## src/rtl/demux3_pkg.sv

```systemverilog
// ----------------------------------------------------------------------------
// demux3_pkg : shared select encodings and limits for the 1-to-3 router
// Rev 1.0
// ----------------------------------------------------------------------------
`default_nettype none

package demux3_pkg;

  localparam logic [1:0] SEL_A   = 2'd0;
  localparam logic [1:0] SEL_B   = 2'd1;
  localparam logic [1:0] SEL_C   = 2'd2;
  localparam logic [1:0] SEL_BAD = 2'd3;

  localparam logic [7:0] DROP_MAX = 8'd255;

  function automatic logic sel_is_legal(input logic [1:0] sel);
    return (sel != SEL_BAD);
  endfunction

endpackage : demux3_pkg

`default_nettype wire

```

## src/rtl/demux3_route.sv

```systemverilog
// ----------------------------------------------------------------------------
// demux3_route : registered 1-to-3 valid/ready router with illegal-select drop
// Rev 1.0
// ----------------------------------------------------------------------------
`default_nettype none

module demux3_route
  import demux3_pkg::*;
#(
  parameter int WIDTH = 16
) (
  input  logic             clk,
  input  logic             rst_n,
  input  logic [1:0]       i_s,
  input  logic [WIDTH-1:0] i_d,
  input  logic             i_in_valid,
  output logic             o_in_ready,
  output logic [WIDTH-1:0] o_a_data,
  output logic [WIDTH-1:0] o_b_data,
  output logic [WIDTH-1:0] o_c_data,
  output logic             o_a_valid,
  output logic             o_b_valid,
  output logic             o_c_valid,
  input  logic             i_a_ready,
  input  logic             i_b_ready,
  input  logic             i_c_ready,
  output logic             o_err,
  output logic [7:0]       o_drop_cnt
);

  logic             r_full;
  logic [1:0]       r_sel;
  logic [WIDTH-1:0] r_data;
  logic             r_err;
  logic [7:0]       r_drop_cnt;

  logic w_out_ready_sel;
  logic w_in_ready;
  logic w_accept;
  logic w_legal;
  logic w_drain;

  // Only the destination named by the held select can release the slot.
  always_comb begin
    w_out_ready_sel = 1'b0;
    unique case (r_sel)
      SEL_A:   w_out_ready_sel = i_a_ready;
      SEL_B:   w_out_ready_sel = i_b_ready;
      SEL_C:   w_out_ready_sel = i_c_ready;
      default: w_out_ready_sel = 1'b0;
    endcase
  end

  assign w_in_ready = rst_n && (!r_full || w_out_ready_sel);
  assign w_accept   = i_in_valid && w_in_ready;
  assign w_legal    = sel_is_legal(i_s);
  assign w_drain    = r_full && w_out_ready_sel;

  always_ff @(posedge clk or negedge rst_n) begin
    if (!rst_n) begin
      r_full     <= 1'b0;
      r_sel      <= SEL_A;
      r_data     <= '0;
      r_err      <= 1'b0;
      r_drop_cnt <= 8'd0;
    end else begin
      r_err <= w_accept && !w_legal;

      // A legal accept refills the slot even when it drains this cycle.
      if (w_accept && w_legal) begin
        r_full <= 1'b1;
        r_sel  <= i_s;
        r_data <= i_d;
      end else if (w_drain) begin
        r_full <= 1'b0;
      end

      if (w_accept && !w_legal && (r_drop_cnt != DROP_MAX)) begin
        r_drop_cnt <= r_drop_cnt + 8'd1;
      end
    end
  end

  assign o_in_ready = w_in_ready;
  assign o_a_data   = r_data;
  assign o_b_data   = r_data;
  assign o_c_data   = r_data;
  assign o_a_valid  = r_full && (r_sel == SEL_A);
  assign o_b_valid  = r_full && (r_sel == SEL_B);
  assign o_c_valid  = r_full && (r_sel == SEL_C);
  assign o_err      = r_err;
  assign o_drop_cnt = r_drop_cnt;

endmodule : demux3_route

`default_nettype wire
```

## config.mk

```make
export PLATFORM = sky130hd
export DESIGN_NAME = demux3_route
export DESIGN_NICKNAME = d
export VERILOG_FILES = /design/src/rtl/demux3_pkg.sv /design/src/rtl/demux3_route.sv
export SDC_FILE = /design/constraint.sdc
export NUM_CORES = 1
export LEC_CHECK = 0
export BUFFER_PORTS_ARGS = -buffer_cell sky130_fd_sc_hd__buf_2
export CAP_MARGIN = 20
export CORE_MARGIN = 8
export CORE_UTILIZATION = 40
export DETAILED_ROUTE_END_ITERATION = 6
export PLACE_DENSITY = 0.88
export RECOVER_POWER = 25
export SLEW_MARGIN = 20
export SYNTH_ARGS = -nofsm -noshare
export SYNTH_HDL_FRONTEND = slang
export SYNTH_SLANG_ARGS = --single-unit
```

## constraint.sdc

```tcl
create_clock -name clk -period 1.6 [get_ports clk]
set_clock_uncertainty 0.05 [all_clocks]
set_input_delay 0.16 -clock clk [delete_from_list [all_inputs] [get_ports clk]]
set_output_delay 0.16 -clock clk [all_outputs]
set_load 0.02 [all_outputs]
```

==> results of run 1 <==
==> sequential cells by signal, summed over array words and instances (netlist names) <==
register    count
o_drop_cnt      8
o_err           1
o_a_data       16
r_full          1
r_sel           2
==> synth_stat cells <==
| cell | n |
|---|---|
| sky130_fd_sc_hd__buf_4 | 32 |
| sky130_fd_sc_hd__dfrtp_1 | 28 |
| sky130_fd_sc_hd__mux2_4 | 10 |
| sky130_fd_sc_hd__mux2_2 | 9 |
| sky130_fd_sc_hd__nand2_1 | 6 |
| sky130_fd_sc_hd__nor2_1 | 6 |
| sky130_fd_sc_hd__xor2_1 | 5 |
| sky130_fd_sc_hd__nand3_1 | 4 |
| sky130_fd_sc_hd__nor4_1 | 4 |
| sky130_fd_sc_hd__inv_1 | 3 |
| sky130_fd_sc_hd__nand2b_1 | 3 |
| sky130_fd_sc_hd__and2_1 | 2 |
| sky130_fd_sc_hd__buf_6 | 2 |
| sky130_fd_sc_hd__nor3_1 | 2 |
| sky130_fd_sc_hd__a21oi_1 | 1 |
| sky130_fd_sc_hd__a31oi_1 | 1 |
| sky130_fd_sc_hd__and2b_2 | 1 |
| sky130_fd_sc_hd__and4_1 | 1 |
| sky130_fd_sc_hd__buf_12 | 1 |
| sky130_fd_sc_hd__ha_1 | 1 |
| sky130_fd_sc_hd__nand2_2 | 1 |
| sky130_fd_sc_hd__nand4_1 | 1 |
| sky130_fd_sc_hd__nor4b_2 | 1 |
| sky130_fd_sc_hd__o221ai_2 | 1 |
| sky130_fd_sc_hd__o22a_1 | 1 |
| sky130_fd_sc_hd__o31a_1 | 1 |
| sky130_fd_sc_hd__or2_2 | 1 |
| sky130_fd_sc_hd__or2b_1 | 1 |
==> routing by layer <==
metal,share of wire,global-route usage,up-vias
met2,0.47,0.208,58
met5,0,0,-
met1,0.39,0.130,561
met4,0.010,0.0352,0
li1,-,-,570
met3,0.13,0.0472,4
==> worst register-to-register path: cells and delay by family, from the launching register on <==
family,cells,cell delay [ps]
AOI/OAI and AO/OA,1,240
and+or+nand+nor,1,270
DFF,1,420
muxes,2,650
==> placed cells by master, fill, tap and decap left out, types with 2 or more instances in the layout <==
| cell | n |
|---|---|
| sky130_fd_sc_hd__nor4_4 | 4 |
| sky130_fd_sc_hd__nor3_4 | 2 |
| sky130_fd_sc_hd__nand2_1 | 5 |
| sky130_fd_sc_hd__xor2_1 | 5 |
| sky130_fd_sc_hd__buf_6 | 4 |
| sky130_fd_sc_hd__clkbuf_8 | 4 |
| sky130_fd_sc_hd__mux2_4 | 18 |
| sky130_fd_sc_hd__buf_4 | 17 |
| sky130_fd_sc_hd__nand2b_4 | 3 |
| sky130_fd_sc_hd__nand3_1 | 3 |
| sky130_fd_sc_hd__nor2_1 | 5 |
| sky130_fd_sc_hd__nand2_2 | 2 |
| sky130_fd_sc_hd__dfrtp_1 | 27 |
| sky130_fd_sc_hd__nand2b_1 | 2 |
| sky130_fd_sc_hd__inv_1 | 3 |
| sky130_fd_sc_hd__buf_2 | 82 |
==> what timing repair did <==
action | in CTS | in global routing
pin swaps | 7 | 5
resized for setup | 28 | 7
endpoints found under the setup margin | 27 | 29
hold buffers | 2 | 0
setup buffers | 2 | 2
gates cloned | 2 | 0
hold endpoints to repair | 28 | 0
==> where the power goes <==
part	switching, mW	internal, mW
Combinational	1.56	1.13
Clock	0.206	0.220
Sequential	0.239	0.995
Total	2.00	2.35
==> cell type report <==
type,count,area share
clock buffer,4,0.0251
sequential,28,0.320
multi-input combinational,66,0.334
inverter,3,0.00513
timing repair buffer,107,0.288
tap,48,0.0274
==> how the worst max path moves through the flow <==
| stage | depth (start not counted) | slack, ps | from | endpoint |
|---|---|---|---|---|
| CTS | 5 | -150 | r_sel[1]$_DFFE_PN0P_ | o_in_ready |
| global placement | 4 | -140 | r_sel[1]$_DFFE_PN0P_ | o_a_data[13]$_DFFE_PN0P_ |
| global route | 5 | -210 | r_sel[1]$_DFFE_PN0P_ | o_in_ready |
| detailed placement | 4 | -180 | r_sel[1]$_DFFE_PN0P_ | o_a_data[14]$_DFFE_PN0P_ |
| finish | 5 | -150 | r_sel[1]$_DFFE_PN0P_ | o_in_ready |
| floorplan | 6 | -190 | r_sel[1]$_DFFE_PN0P_ | o_a_data[10]$_DFFE_PN0P_ |
==> cell families after synthesis <==
family,count (synthesis),synth area share
AO/OA/AOI/OAI,5,0.0285
XOR/XNOR,5,0.0285
adder cells (fa/ha/maj),1,0.00814
buffers and inverters,38,0.191
flip-flops,28,0.456
multiplexers,19,0.164
AND/OR/NAND/NOR,34,0.124
==> impl_metrics.yaml, run 1 <==
run_status:
  run_status: "complete, but fails checks"
  violations: "negative setup slack"
synthesis:
  syn-instance-count: 130
  syn-cell-area_um2: 1540
  yosys_warnings: 0
  synth.avg_cell_area_um2: 11.8
  yosysSeqAreaShare: 0.456
  post_synth_main_area_contributors: "sky130_fd_sc_hd__dfrtp_1 (46%), sky130_fd_sc_hd__buf_4 (16%), sky130_fd_sc_hd__mux2_4 (9.8%)"
  yosys.cell_types.count: 28
  syn_nets: 155
  synth_seq_cells: 28
  synth_area_leader_cell: "sky130_fd_sc_hd__dfrtp_1"
  synth_top_area_frac: 0.456
place:
  place.detailed.hpwl_mm: 2.89
  place_area_um2: 1890
  routabilityCongestion: 0.816
  dp_slack_ps: -179
  numPortBuffers: 84
  placedCellCount: 244
timing:
  layout_worst_path_cycle_share: 1.09
  final-setup-viol-count: 28
  worst_slew_pin_slew_ps: 520
  finalHoldViolCount: 0
  fin_ws_ps: -151
  relSlewSlack: 0.652
  final_period_minus_worst_setup_slack_ps: 1750
  worst_hold_slack_ps: 65.4
  fmaxAchievable_mhz: 571
  final-max-slew-violation-count: 0
  setup_tns_final_ps: -2670
  unrepaired_setup_endpoints_after_global_routing: "true"
cts:
  cts_root_buffer: "sky130_fd_sc_hd__clkbuf_8"
  tritoncts_clock_tree: "yes"
  clk-insertion-delay-late_ps: 270
  clock-sinks: 28
  clockBufferDepth: 2
  clk_pin_slew_ps: 90
  h-tree-depth: 1
  total_clock_buffers_created_by_cts: 3
cells_and_area:
  area.sequential_um2: 702
  fillers: 296
  finalNonFillerCells: 256
  layout.cell_area.non_filler_um2: 2190
  multi_input_comb_area_um2: 733
  final_core_utilization: 0.595
  num-nets-final: 234
  area_growth_pct: 42.8
  antenna-diode-count: 0
  final_layout_size_suffix_gt1_frac: 0.712
floorplan:
  die_height_um: 78.0
  core_um2: 3690
  die-area_um2: 6080
  number_of_core_rows: 22
  floorplan.initialDensity: 0.417
  die-width_um: 78.0
  num_io_pins: 85
setup_path:
  worst_r2r_startpoint: "r_sel[1]$_DFFE_PN0P_"
  slowest_stage: "sky130_fd_sc_hd__dfrtp_1"
  cell_count_of_the_worst_reg_to_reg_path: 4
  critical_path.n_buffers_inverters: 1
  timing.reg2reg.setup_slack_ps: -140
  crit_path_cell_chain: "mux2_4 -> or2b_1 -> nand3_2 -> and2_4 -> buf_6"
  critical_path_peak_fanout: 3
  worst_r2r_dst: "o_a_data[11]$_DFFE_PN0P_"
  cp.arrival_ps: 1540
  timing.critical_path.slowest_cell_delay_ps: 420
  worst_path_dominant_cell_family: "flip-flops"
  cp_data_required_time_ps: 1390
  end_kind: "primary output"
  startpoint_type: "flop"
  worstSetupPathType: "reg -> out"
run:
  timing.max_cap.violations: 0
drt:
  detailroute.via_count: 1193
  detail_route.first_pass.iterations: 4
  routed_via_density: 4.66
  drt_iter0_drc: 19
  routed_wire_length_per_instance_um: 15.7
  drt_drc_violations_left: 0
  ant_nets: 0
  wl_mm: 4.01
global_route:
  grt_pass1_vias: 1219
  grt_overflow: 0
  grt_pass1_wl_mm: 5.95
  antenna_found_initial: 0
  maximum_number_of_pins_on_one_net_before_global_route_repair: 29
  grt_util_all_layers: 0.119
power_and_ir_drop:
  p_total_mw: 4.35
  powerDensity_nw_per_um2: 1980
  lkg_pwr_nw: 1.19
  vdd.ir_drop.worst_uv: 710
worst_hold_path:
  hold_wc_path_type: "in -> reg"
  worstHoldStart: "i_d[5]"
  whs_endpoint: "o_a_data[5]$_DFFE_PN0P_"
  worstHoldPathCells: 2
No activity file was read; power rests on OpenSTA's default activity.
==> run 2: changes to the inputs <==
- RECOVER_POWER: 25 -> not set
==> impl_metrics.yaml, run 2 (synthesis results as in run 1) <==
cts:
  clockBufferDepth: 2
  h-tree-depth: 1
  cts_root_buffer: "sky130_fd_sc_hd__clkbuf_8"
  clk_pin_slew_ps: 90
  tritoncts_clock_tree: "yes"
  clk-insertion-delay-late_ps: 270
  total_clock_buffers_created_by_cts: 3
  clock-sinks: 28
cells_and_area:
  finalNonFillerCells: 256
  mostFrequentLayoutCell: "sky130_fd_sc_hd__buf_2"
  area.sequential_um2: 702
  fillers: 295
  area_growth_pct: 42.8
  multi_input_comb_area_um2: 733
  largest_reg_flops: 16
  commonest_cells_after_routing_fill_and_taps_aside: "sky130_fd_sc_hd__buf_2 (83), sky130_fd_sc_hd__dfrtp_1 (27), sky130_fd_sc_hd__mux2_4 (18)"
  final_layout_size_suffix_gt1_frac: 0.716
  antenna-diode-count: 0
  num-nets-final: 234
worst_hold_path:
  hold_wc_path_type: "in -> reg"
drt:
  drt_drc_violations_left: 0
  detailroute.via_count: 1191
  drt_iter0_drc: 20
  routed_via_density: 4.65
  routed_wire_length_per_instance_um: 15.7
  detail_route.wirelength.met1_mm: 1.58
  ant_nets: 0
  dr.max_layer_used: "met4"
  detail_route.first_pass.iterations: 4
  wl_mm: 4.01
  route.met2.wl_mm: 1.89
  routed-wl-met3_um: 503
setup_path:
  end_kind: "primary output"
  timing.reg2reg.setup_slack_ps: -140
  slowest_stage: "sky130_fd_sc_hd__dfrtp_1"
  crit_path_cell_chain: "mux2_4 -> or2b_1 -> nand3_2 -> and2_4 -> buf_6"
  cell_count_of_the_worst_reg_to_reg_path: 4
  worst_r2r_startpoint: "r_sel[1]$_DFFE_PN0P_"
  cp.arrival_ps: 1540
  critical_path.n_buffers_inverters: 1
  worstSetupPathType: "reg -> out"
  worstSetupStartpoint: "r_sel[1]$_DFFE_PN0P_"
  crit_cells: 5
  timing.critical_path.slowest_cell_delay_ps: 420
  crit_end: "o_in_ready"
  critical_path_peak_fanout: 3
  startpoint_type: "flop"
  worst_path_dominant_cell_family: "flip-flops"
  cp_data_required_time_ps: 1390
  worst_r2r_dst: "o_a_data[11]$_DFFE_PN0P_"
global_route:
  grt_overflow: 0
  grt_pass1_vias: 1219
  grt_pass1_wl_mm: 5.95
  grt_util_all_layers: 0.119
  maximum_number_of_pins_on_one_net_before_global_route_repair: 29
  antenna_found_initial: 0
place:
  dp_slack_ps: -179
  place.detailed.hpwl_mm: 2.89
  placedCellCount: 244
  routabilityCongestion: 0.816
  numPortBuffers: 84
run_status:
  violations: "negative setup slack"
  run_status: "complete, but fails checks"
timing:
  relSlewSlack: 0.652
  unrepaired_setup_endpoints_after_global_routing: "true"
  final_period_minus_worst_setup_slack_ps: 1750
  final-max-slew-violation-count: 0
  layout_worst_path_cycle_share: 1.09
  final-setup-viol-count: 28
  finalHoldViolCount: 0
  fmaxAchievable_mhz: 571
  fin_ws_ps: -151
  worst_slew_pin_slew_ps: 520
floorplan:
  core_um2: 3690
  num_io_pins: 85
  die_height_um: 78.0
  die-width_um: 78.0
  die-area_um2: 6080
  floorplan.initialDensity: 0.417
  number_of_core_rows: 22
power_and_ir_drop:
  lkg_pwr_nw: 1.19
  vdd.ir_drop.worst_uv: 710
  powerDensity_nw_per_um2: 1980
run:
  timing.max_cap.violations: 0
run 2: worst min path at each step:
stage           start                       to  slack [ps]  cells after the start
3_5_place_dp    rst_n  o_a_data[1]$_DFFE_PN0P_         170                      2
2_1_floorplan   rst_n  o_a_data[0]$_DFFE_PN0P_        -190                      0
4_1_cts        i_d[0]  o_a_data[0]$_DFFE_PN0P_          60                      2
5_1_grt        i_d[5]  o_a_data[5]$_DFFE_PN0P_          60                      2
3_3_place_gp    rst_n  o_a_data[0]$_DFFE_PN0P_         170                      2
6_report       i_d[5]  o_a_data[5]$_DFFE_PN0P_          70                      2
run 2: final cells by class:
cell class / count / area share
Sequential cell: 28 / 0.320
Tap cell: 48 / 0.0274
Timing Repair Buffer: 107 / 0.288
Inverter: 3 / 0.00513
Clock buffer: 4 / 0.0251
Multi-Input combinational cell: 66 / 0.334
run 2: routing by layer:
layer  GRT usage  vias to the layer above
met5           0                        -
met4      0.0352                        0
met3      0.0472                        4
met2       0.208                       58
met1       0.130                      559
li1            -                      570
run 2: metrics by stage:
stage	area [um2]	hold slack (ps)	total power, mW	utilization	TNS (ps)
floorplan	1570	-186	3.25	-	-2510
global placement	1890	172	3.67	0.513	-2150
detailed placement	1890	170	3.72	0.513	-2950
CTS	2140	61.1	4.32	0.581	-2730
global route	2190	59.6	4.59	0.595	-3970
finish	2190	65.4	4.35	0.595	-2670
run 2: timing repair:
| action | CTS | global route |
|---|---|---|
| setup buffers | 2 | 2 |
| endpoints found under the hold margin | 28 | 0 |
| pin swaps | 7 | 5 |
| endpoints found under the setup margin | 27 | 29 |
| gates cloned | 2 | 0 |
| resized for setup | 28 | 7 |
| hold buffers | 2 | 0 |
run 2: power by group:
| part | switching [mW] | internal (mW) |
|---|---|---|
| clock network | 0.206 | 0.220 |
| registers | 0.239 | 0.995 |
| logic | 1.56 | 1.13 |
==> run 3: changes to the inputs <==
- PLACE_DENSITY: 0.88 -> 0.76
==> impl_metrics.yaml, run 3 (synthesis results as in run 1) <==
run_status:
  run_status: "complete, but fails checks"
  violations: "negative setup slack"
setup_path:
  crit_end: "o_drop_cnt[6]$_DFFE_PN0P_"
  worstSetupStartpoint: "r_sel[1]$_DFFE_PN0P_"
  critical_path_peak_fanout: 11
  worst_r2r_startpoint: "r_sel[1]$_DFFE_PN0P_"
  end_kind: "flop"
  startpoint_type: "flop"
  slowest_stage: "sky130_fd_sc_hd__dfrtp_1"
  crit_cells: 5
  timing.reg2reg.setup_slack_ps: -170
  cp.arrival_ps: 1890
  worstSetupPathType: "reg -> reg"
  worst_r2r_dst: "o_drop_cnt[6]$_DFFE_PN0P_"
  cell_count_of_the_worst_reg_to_reg_path: 5
  crit_path_cell_chain: "and2b_2 -> o221ai_4 -> buf_6 -> nor4_4 -> mux2_2"
  critical_path.n_buffers_inverters: 1
  cp_data_required_time_ps: 1710
  timing.critical_path.slowest_cell_delay_ps: 420
  worst_path_dominant_cell_family: "simple AND/OR/NAND/NOR gates"
timing:
  final_period_minus_worst_setup_slack_ps: 1770
  fin_ws_ps: -171
  unrepaired_setup_endpoints_after_global_routing: "true"
  final-max-slew-violation-count: 0
  finalHoldViolCount: 0
  worst_slew_pin_slew_ps: 386
  layout_worst_path_cycle_share: 1.11
  final-setup-viol-count: 21
  fmaxAchievable_mhz: 565
  relSlewSlack: 0.742
drt:
  drt_iter0_drc: 32
  wl_mm: 3.70
  detailroute.via_count: 1186
  drt_drc_violations_left: 0
  routed_via_density: 4.69
  ant_nets: 0
  detail_route.first_pass.iterations: 4
  routed_wire_length_per_instance_um: 14.6
run:
  timing.max_cap.violations: 0
global_route:
  grt_overflow: 0
  grt.met2_usage: 0.186
  grt_pass1_wl_mm: 5.59
  m1_gr_usage: 0.124
  maximum_number_of_pins_on_one_net_before_global_route_repair: 29
  grt_pass1_vias: 1179
  antenna_found_initial: 0
  grt_util_all_layers: 0.111
  global_route_met3_usage: 0.0530
  global_route.peak_usage_layer: "met2"
floorplan:
  die_height_um: 78.0
  number_of_core_rows: 22
  core_um2: 3690
  num_io_pins: 85
  die-width_um: 78.0
  die-area_um2: 6080
  floorplan.initialDensity: 0.417
power_and_ir_drop:
  vdd.ir_drop.worst_uv: 851
  powerDensity_nw_per_um2: 2020
  lkg_pwr_nw: 1.14
cells_and_area:
  antenna-diode-count: 0
  commonest_cells_after_routing_fill_and_taps_aside: "sky130_fd_sc_hd__buf_2 (83), sky130_fd_sc_hd__dfrtp_1 (27), sky130_fd_sc_hd__buf_4 (17)"
  final_layout_size_suffix_gt1_frac: 0.693
  num-nets-final: 231
  finalNonFillerCells: 253
  largest_reg_flops: 16
  area_growth_pct: 35.1
  fillers: 327
  layout.cell_area.non_filler_um2: 2080
  mostFrequentLayoutCell: "sky130_fd_sc_hd__buf_2"
worst_hold_path:
  hold_wc_path_type: "in -> reg"
place:
  place.detailed.hpwl_mm: 2.72
  place_area_um2: 1890
  placedCellCount: 243
  routabilityCongestion: 0.746
  numPortBuffers: 84
cts:
  h-tree-depth: 1
  clk-insertion-delay-late_ps: 270
  clockBufferDepth: 2
  cts_root_buffer: "sky130_fd_sc_hd__clkbuf_8"
  clock-sinks: 28
  total_clock_buffers_created_by_cts: 3
  clk_pin_slew_ps: 90
  tritoncts_clock_tree: "yes"
## run 3: metal layers
metal | up-vias | share of wire | routed length (um)
li1 | 565 | - | -
met1 | 561 | 0.40 | 1490
met2 | 58 | 0.47 | 1740
met3 | 2 | 0.12 | 455
met4 | 0 | 0.0049 | 18
met5 | - | 0 | 0
## run 3: area by class of cell
| type | count | area (um2) | area share |
|---|---|---|---|
| sequential | 28 | 702 | 0.338 |
| clock buffer | 4 | 45.0 | 0.0217 |
| inverter | 3 | 11.3 | 0.00542 |
| multi-input combinational | 66 | 662 | 0.319 |
| tap | 48 | 60.1 | 0.0289 |
| timing repair buffer | 104 | 596 | 0.287 |
## run 3: worst min path at each step
stage            from  cells after the start                       to
2_1_floorplan   rst_n                      0  o_a_data[0]$_DFFE_PN0P_
3_3_place_gp    rst_n                      2       r_full$_DFFE_PN0P_
3_5_place_dp    rst_n                      2     r_sel[1]$_DFFE_PN0P_
4_1_cts        i_d[1]                      2  o_a_data[1]$_DFFE_PN0P_
5_1_grt        i_d[1]                      2  o_a_data[1]$_DFFE_PN0P_
6_report       i_d[1]                      2  o_a_data[1]$_DFFE_PN0P_
## run 3: power by group
group | switching (mW) | internal (mW) | leakage [nW] | total [mW]
Clock | 0.208 | 0.178 | 0.0228 | 0.387
Combinational | 1.50 | 1.06 | 0.782 | 2.57
Sequential | 0.237 | 0.995 | 0.338 | 1.23
## run 3: per-stage QoR
step	util	TNS [ps]	worst slack, ps	hold slack [ps]	power, mW
finish	0.563	-2100	-171	63.2	4.19
global route	0.563	-3420	-221	55.1	4.44
CTS	0.547	-2380	-173	56.3	4.15
detailed placement	0.511	-2750	-194	154	3.69
global placement	0.511	-2090	-144	158	3.66
floorplan	-	-2510	-188	-186	3.25
## run 3: what timing repair did
item	CTS	global route
cloned	1	1
endpoints found under the setup margin	23	26
hold buffers	2	0
endpoints found under the hold margin	28	0
pin swaps	0	1
gates resized for setup	8	10
setup buffers	1	1
